`src/rtl/pipeline_ctrl.sv`:
```
// pipeline_ctrl: pipeline stall/flush controller for a 5-stage core.
//
// Stall vector is combinational from the stall requests (priority
// mem > ex > id > if); a flush request is accepted in IDLE, deferred while a
// data memory access is outstanding, and emitted as a single-cycle flush
// pulse carrying the redirect PC captured at acceptance.
// Also provides a sticky watchdog on consecutive stallreq_mem cycles and a
// saturating count of fetch-stall cycles.
//
// Ports:
//   clk            in   clock, rising edge
//   rst            in   asynchronous reset, active low
//   stallreq_if    in   instruction fetch miss
//   stallreq_id    in   load-use hazard
//   stallreq_ex    in   multi-cycle EX op busy
//   stallreq_mem   in   data memory access outstanding
//   flush_req      in   exception/eret flush request (level)
//   flush_pc_i     in   redirect target, captured on acceptance
//   stall          out  per-stage stall fields
//   flush          out  one-cycle flush pulse / flush_req acknowledge
//   flush_pc_o     out  redirect target while flush=1, else 0
//   stall_timeout  out  sticky watchdog flag
//   perf_stall_cnt out  saturating count of stall_if cycles

package pipeline_ctrl_pkg;
  typedef struct packed {
    logic stall_if;
    logic stall_id;
    logic stall_ex;
    logic stall_mem;
    logic stall_wb;
  } Stall_t;
endpackage

// state | meaning
// IDLE  | no flush in progress; flush_req may be accepted
// PEND  | flush accepted, waiting for stallreq_mem to drop
// FLUSH | flush pulse cycle; all stalls forced off
module pipeline_ctrl
  import pipeline_ctrl_pkg::*;
#(
  parameter int TIMEOUT = 1024,
  parameter int CNT_W   = 16
) (
  input  logic              clk,
  input  logic              rst,
  input  logic              stallreq_if,
  input  logic              stallreq_id,
  input  logic              stallreq_ex,
  input  logic              stallreq_mem,
  input  logic              flush_req,
  input  logic [31:0]       flush_pc_i,
  output Stall_t            stall,
  output logic              flush,
  output logic [31:0]       flush_pc_o,
  output logic              stall_timeout,
  output logic [CNT_W-1:0]  perf_stall_cnt
);

  localparam int WD_W = $clog2(TIMEOUT + 1);
  localparam logic [WD_W-1:0] WD_MAX  = WD_W'(TIMEOUT);
  localparam logic [WD_W-1:0] WD_LAST = WD_W'(TIMEOUT - 1);

  typedef enum logic [1:0] {
    IDLE  = 2'd0,
    PEND  = 2'd1,
    FLUSH = 2'd2
  } state_t;

  state_t          state, state_nxt;
  logic [31:0]     pc_q;
  logic            latch_pc;
  logic [WD_W-1:0] wd_cnt;

  always_ff @(posedge clk or negedge rst) begin
    if (!rst) begin
      state <= IDLE;
    end else begin
      state <= state_nxt;
    end
  end

  always_comb begin
    state_nxt  = state;
    latch_pc   = 1'b0;
    stall      = '0;
    flush      = 1'b0;
    flush_pc_o = '0;

    if (stallreq_mem) begin
      stall = '{stall_if: 1'b1, stall_id: 1'b1, stall_ex: 1'b1, stall_mem: 1'b1, stall_wb: 1'b0};
    end else if (stallreq_ex) begin
      stall = '{stall_if: 1'b1, stall_id: 1'b1, stall_ex: 1'b1, stall_mem: 1'b0, stall_wb: 1'b0};
    end else if (stallreq_id) begin
      stall = '{stall_if: 1'b1, stall_id: 1'b1, stall_ex: 1'b0, stall_mem: 1'b0, stall_wb: 1'b0};
    end else if (stallreq_if) begin
      stall = '{stall_if: 1'b1, stall_id: 1'b0, stall_ex: 1'b0, stall_mem: 1'b0, stall_wb: 1'b0};
    end

    case (state)
      IDLE: begin
        if (flush_req) begin
          latch_pc  = 1'b1;
          state_nxt = stallreq_mem ? PEND : FLUSH;
        end
      end
      PEND: begin
        // The target was captured at acceptance; later flush_pc_i changes are ignored.
        if (!stallreq_mem) begin
          state_nxt = FLUSH;
        end
      end
      FLUSH: begin
        // Flush overrides every stall; the redirected pipeline restarts clean.
        stall      = '0;
        flush      = 1'b1;
        flush_pc_o = pc_q;
        state_nxt  = IDLE;
      end
      default: begin
        state_nxt = IDLE;
      end
    endcase
  end

  always_ff @(posedge clk or negedge rst) begin
    if (!rst) begin
      pc_q <= '0;
    end else if (latch_pc) begin
      pc_q <= flush_pc_i;
    end
  end

  // Watchdog: counts consecutive stallreq_mem cycles, saturating at TIMEOUT.
  // The flag is set on the same edge the count reaches TIMEOUT.
  always_ff @(posedge clk or negedge rst) begin
    if (!rst) begin
      wd_cnt        <= '0;
      stall_timeout <= 1'b0;
    end else begin
      if (!stallreq_mem) begin
        wd_cnt <= '0;
      end else if (wd_cnt != WD_MAX) begin
        wd_cnt <= wd_cnt + WD_W'(1);
      end
      if (stallreq_mem && (wd_cnt == WD_LAST)) begin
        stall_timeout <= 1'b1;
      end
    end
  end

  always_ff @(posedge clk or negedge rst) begin
    if (!rst) begin
      perf_stall_cnt <= '0;
    end else if (stall.stall_if && (perf_stall_cnt != '1)) begin
      perf_stall_cnt <= perf_stall_cnt + CNT_W'(1);
    end
  end

endmodule
```
`config.mk`:
```
export PLATFORM = sky130hd
export DESIGN_NAME = pipeline_ctrl
export DESIGN_NICKNAME = d
export VERILOG_FILES = /design/src/rtl/pipeline_ctrl.sv
export SDC_FILE = /design/constraint.sdc
export NUM_CORES = 1
export LEC_CHECK = 0
export CORE_ASPECT_RATIO = 1.4
export CORE_UTILIZATION = 46
export CTS_CLUSTER_SIZE = 30
export DETAILED_ROUTE_END_ITERATION = 10
export GPL_TIMING_DRIVEN = 1
export PLACE_DENSITY_LB_ADDON = 0.08
export SETUP_SLACK_MARGIN = 0.15
export SLEW_MARGIN = 20
export SYNTH_ARGS = -nofsm -noshare
export SYNTH_HDL_FRONTEND = slang
export SYNTH_SLANG_ARGS = --single-unit
```
`constraint.sdc`:
```
create_clock -name clk -period 1.92 [get_ports clk]
set_input_delay 0.192 -clock clk [delete_from_list [all_inputs] [get_ports clk]]
set_output_delay 0.192 -clock clk [all_outputs]
set_load 0.005 [all_outputs]
```
**Word-level counts from Yosys, hierarchy flattened**

Cells that the tools add are included.

- $add $sub $neg: 2
- Multipliers: 0
- Div/mod/pow operators: 0
- $lt $le $gt $ge: 0
- Equality and inequality tests: 8
- Shift operators: 0
- Multiplexer cells: 15
- Bitwise logic cells: 0
- Reduce and logical (&&, ||, !) cells: 4

Operator list:

| operator | number |
|---|---|
| 32-bit two-way mux | 1 |
| 5-bit two-way mux | 5 |
| 11-bit two-way mux | 2 |
| 16-bit by 1-bit adder with 16-bit output (second input constant) | 1 |
| 16-bit inequality test (second input constant) | 1 |
| 11-bit by 1-bit adder with 11-bit output (second input constant) | 1 |
| 11-bit by 10-bit == test with 1-bit output (second input constant) | 1 |
| 11-bit inequality test (second input constant) | 1 |
| 2-bit two-way mux | 3 |
| 2-bit inequality test (second input constant) | 2 |
| 2-bit one-hot mux with 2 select lines | 1 |
| 1-bit two-way mux | 3 |
| 2-bit by 1-bit == test with 1-bit output (second input constant) | 1 |
| 2-bit == test (second input constant) | 1 |
| 1-bit logical AND | 2 |
| 2-bit logical NOT | 1 |
| 2-bit by 1-bit inequality test with 1-bit output (second input constant) | 1 |
| 2-bit AND reduction | 1 |

- Register bits after elaboration: 62
- Bits in latches: 0
- Bits in writable memories: 0
- ROM bits: 0
- Output and inout bits: 55
- Logic and storage cells: 34
- Memories kept: 0

**Longest topological paths before layout**

- Depth after elaboration: 6
- Mapped depth: 5
- Mapped depth without buffers: 5

**Worst setup path before layout**

Ideal clock, no wire load.

- Path kind: reg-to-reg
- From: reg perf_stall_cnt[0]
- To: reg perf_stall_cnt[1]
- Library setup time: 0.125 ns
- Arrival time: 1.585 ns
- Required time: 1.795 ns
- Path slack: 0.210 ns
- Cell stages (with the launch flop): 6
- Path buffers: 0
- Period minus slack after synthesis: 1.710 ns
- Path through: dfrtp_1 ha_1 nand4_1 nor4_4 nor2_2 mux2_4

- Longest elaborated chain between the ends: 2
- Elaborated cells between the ends (all ways): 3

RTL lines:

| element | RTL line | RTL |
|---|---|---|
| from (decl) | 57 | `output logic [CNT_W-1:0] perf_stall_cnt` |
| from (signal assigned) | 156 | `perf_stall_cnt <= perf_stall_cnt + CNT_W'(1);` |
| parallel branches: the longest is 2 deep, another holds 16-bit by 1-bit adder with 16-bit output | - |  |

Several ways; the timed one is not identified.
A chain may end at the register's enable or synchronous reset.

==> impl_metrics.ini <==
[outcome]
outcome = complete, no violations

[finish]
layout_commonest_cell = dfrtp_1
diodes = 0
final_util = 0.693
area_growth_pct = 46.4
layout_common_cells = dfrtp_1 (62), clkdlybuf4s50_1 (55), mux2_2 (32), and2_1 (31), buf_4 (25)
nNetsFinal = 417
stdcell_area_um2 = 4300
drive_above_1_share = 0.298

[die]
die_h_um = 96.6
initial_core_util = 0.473
ioPinCount = 94
core_um2 = 6210
die_area_um2 = 6710
die_w_um = 69.5
rows = 34

[cts]
clk-insertion-delay-late_ns = 0.33
numCtsBuffers = 9
cts_max_level = 3
clk_pin_slew_ns = 0.07
cts_sinks = 62
clock_path_buffers = 2
cts_tree = yes
root_buffer = clkbuf_8

[critical_path]
rr_endpoint = perf_stall_cnt[5]
reg2reg_depth = 5
slowest_stage = clkdlybuf4s50_1
reg2reg_slack_ns = 0.27
r2r_start = perf_stall_cnt[2]
path_cells = nor2b_4 > or2_4 > inv_1 > clkdlybuf4s50_1
required_ns = 1.73
critPathCaptureType = primary output
start_kind = flip-flop
critPathMaxStageDelay_ns = 0.48
crit_arrival_ns = 1.67
criticalPathCategory = reg -> out
cp_max_fo = 4

[pwr]
peakVddDrop_uv = 454
seqPwrFrac = 0.442
leakagePower_nw = 1.97
p_clk_frac = 0.275
swShare = 0.285
powerDensity_nw_per_um2 = 939
comb_power_share = 0.283
p_int_mw = 2.89
netSwitchingPower_mw = 1.15

[yosys]
seq_area_frac_synth = 0.528
yosysWarnings = 0
synth_edf_count = 0
synth_seq_cells = 62
yosys-top-cells-area = dfrtp_1 (53%), mux2_2 (12%), and2_1 (7.0%), xor2_1 (3.3%), xnor2_1 (2.7%)
synthArstFlopShare = 1.00
synth_nets = 292
synth_top_area_share = 0.528
synth_cells = 250
synth.avg_cell_area_um2 = 11.8
synth_largest_area_cell = dfrtp_1
netlist_area_um2 = 2940
synth_ff_type = dfrtp_1
ys_types = 40

[sta]
finalCriticalPeriod_ns = 1.86
rsz0062_at_grt = true
finalSetupViolations = 0
timing.fmax_mhz = 538
slew_violations = 0
hold-worst-slack_ns = 0.466
tns_ns = 0
worst_pin_slew_ns = 0.781
layout_setup_ws_ns = 0.0628
hold_viol = 0
relSlewSlack = 0.479
period_share = 0.967
clock_skew_ns = 0.00864

[global_route]
grt-ovfl-total = 0
grt_pass1_vias = 2309
antenna_found_initial = 0
grt_pass1_wl_um = 10500
track_usage = 0.204
grt_max_degree = 36

[place]
place.detailed.hpwl_um = 4630
io_buffers = 92
dpl_cell_area_um2 = 4060
place_ws_ns = -0.0761
gp_congestion = 0.764

[worst_hold_path]
hold_class = in -> async

[flow_run]
cap_violations = 0

[route]
avgRoutedWirePerCell_um = 14.6
via_per_inst = 5.18
first_pass_iters = 4
drt-initial-drc-count = 116
drc_errors = 0
vias = 2338
drtAntennaViolNets = 0
wirelength_um = 6600
==> how the worst max path moves through the flow <==
| stage | start | to | slack (ns) | depth (start not counted) |
|---|---|---|---|---|
| 2_1_floorplan | perf_stall_cnt[0] | perf_stall_cnt[1] | 0.21 | 5 |
| 3_3_place_gp | stallreq_ex | stall[4] | -0.06 | 5 |
| 3_5_place_dp | stallreq_ex | stall[4] | -0.08 | 5 |
| 4_1_cts | state[0] | flush_pc_o[11] | -0.02 | 4 |
| 5_1_grt | stallreq_id | stall[4] | -0.002 | 5 |
| 6_report | state[1] | stall[4] | 0.06 | 4 |
==> power groups by stage <==
stage | Clock, mW | Combinational, mW | Sequential [mW]
after floorplan | 0 | 0.506 | 1.79
after global placement | 0 | 1.12 | 1.79
after detailed placement | 0 | 1.14 | 1.81
after CTS | 1.14 | 1.12 | 1.79
after global routing | 1.21 | 1.25 | 1.82
final | 1.11 | 1.14 | 1.79
==> routing by layer <==
layer,vias to the layer above,track usage,share of wire
met2,68,0.360,0.53
li1,1113,-,-
met4,0,0.0918,0.015
met3,9,0.0550,0.049
met1,1148,0.232,0.41
met5,-,0,0
==> kinds of logic (layout without fill, tap and decap cells) <==
logic type,count (synthesis),in the layout,share of synthesized area
AND/OR/NAND/NOR,100,100,0.211
adder cells (fa/ha/maj),3,3,0.0128
buffers and inverters,17,146,0.0251
other,1,1,0.00128
XOR/XNOR,20,20,0.0596
AO/OA/AOI/OAI,12,12,0.0273
multiplexers,35,35,0.135
flip-flops,62,62,0.528
==> flip-flops by register name, summed over array words and instances (netlist names) <==
register / flops
state: 2
pc_q: 32
wd_cnt: 11
stall_timeout: 1
perf_stall_cnt: 16
==> synth_stat cells, drive strengths merged (4+ instances only) <==
cell    count
dfrtp      62
and2       33
mux2       33
nor2       17
nand4      11
xor2       11
xnor2       9
nor4        8
inv         7
nand2       7
nand3       7
buf         6
nor3        5
clkbuf      4
==> critical path: cells and delay by family, from the launching register on <==
kind | cells | cell delay [ns]
buf+inv | 2 | 0.54
simple gates | 2 | 0.42
flops | 1 | 0.38
==> through the flow <==
| step | cells | total power, mW |
|---|---|---|
| 2_1_floorplan | 250 | 2.29 |
| 3_3_place_gp | 422 | 2.91 |
| 3_5_place_dp | 422 | 2.95 |
| 4_1_cts | 440 | 4.05 |
| 5_1_grt | 451 | 4.27 |
| 6_report | 451 | 4.04 |
==> layout make-up <==
class | count | area (um2)
Fill cell | 503 | 1910
Sequential cell | 62 | 1550
Multi-Input combinational cell | 171 | 1340
Timing Repair Buffer | 124 | 1100
Clock buffer | 11 | 141
Tap cell | 72 | 90.1
Clock inverter | 4 | 47.5
Inverter | 7 | 26.3
==> timing repair <==
action	in CTS	in global routing
setup buffers	2	10
endpoints found under the setup margin	37	4
gates cloned	0	1
resized for setup	39	54
pin swaps	0	1
hold buffers	1	0
hold endpoints to repair	31	0
(Power assumes the default switching activity.)
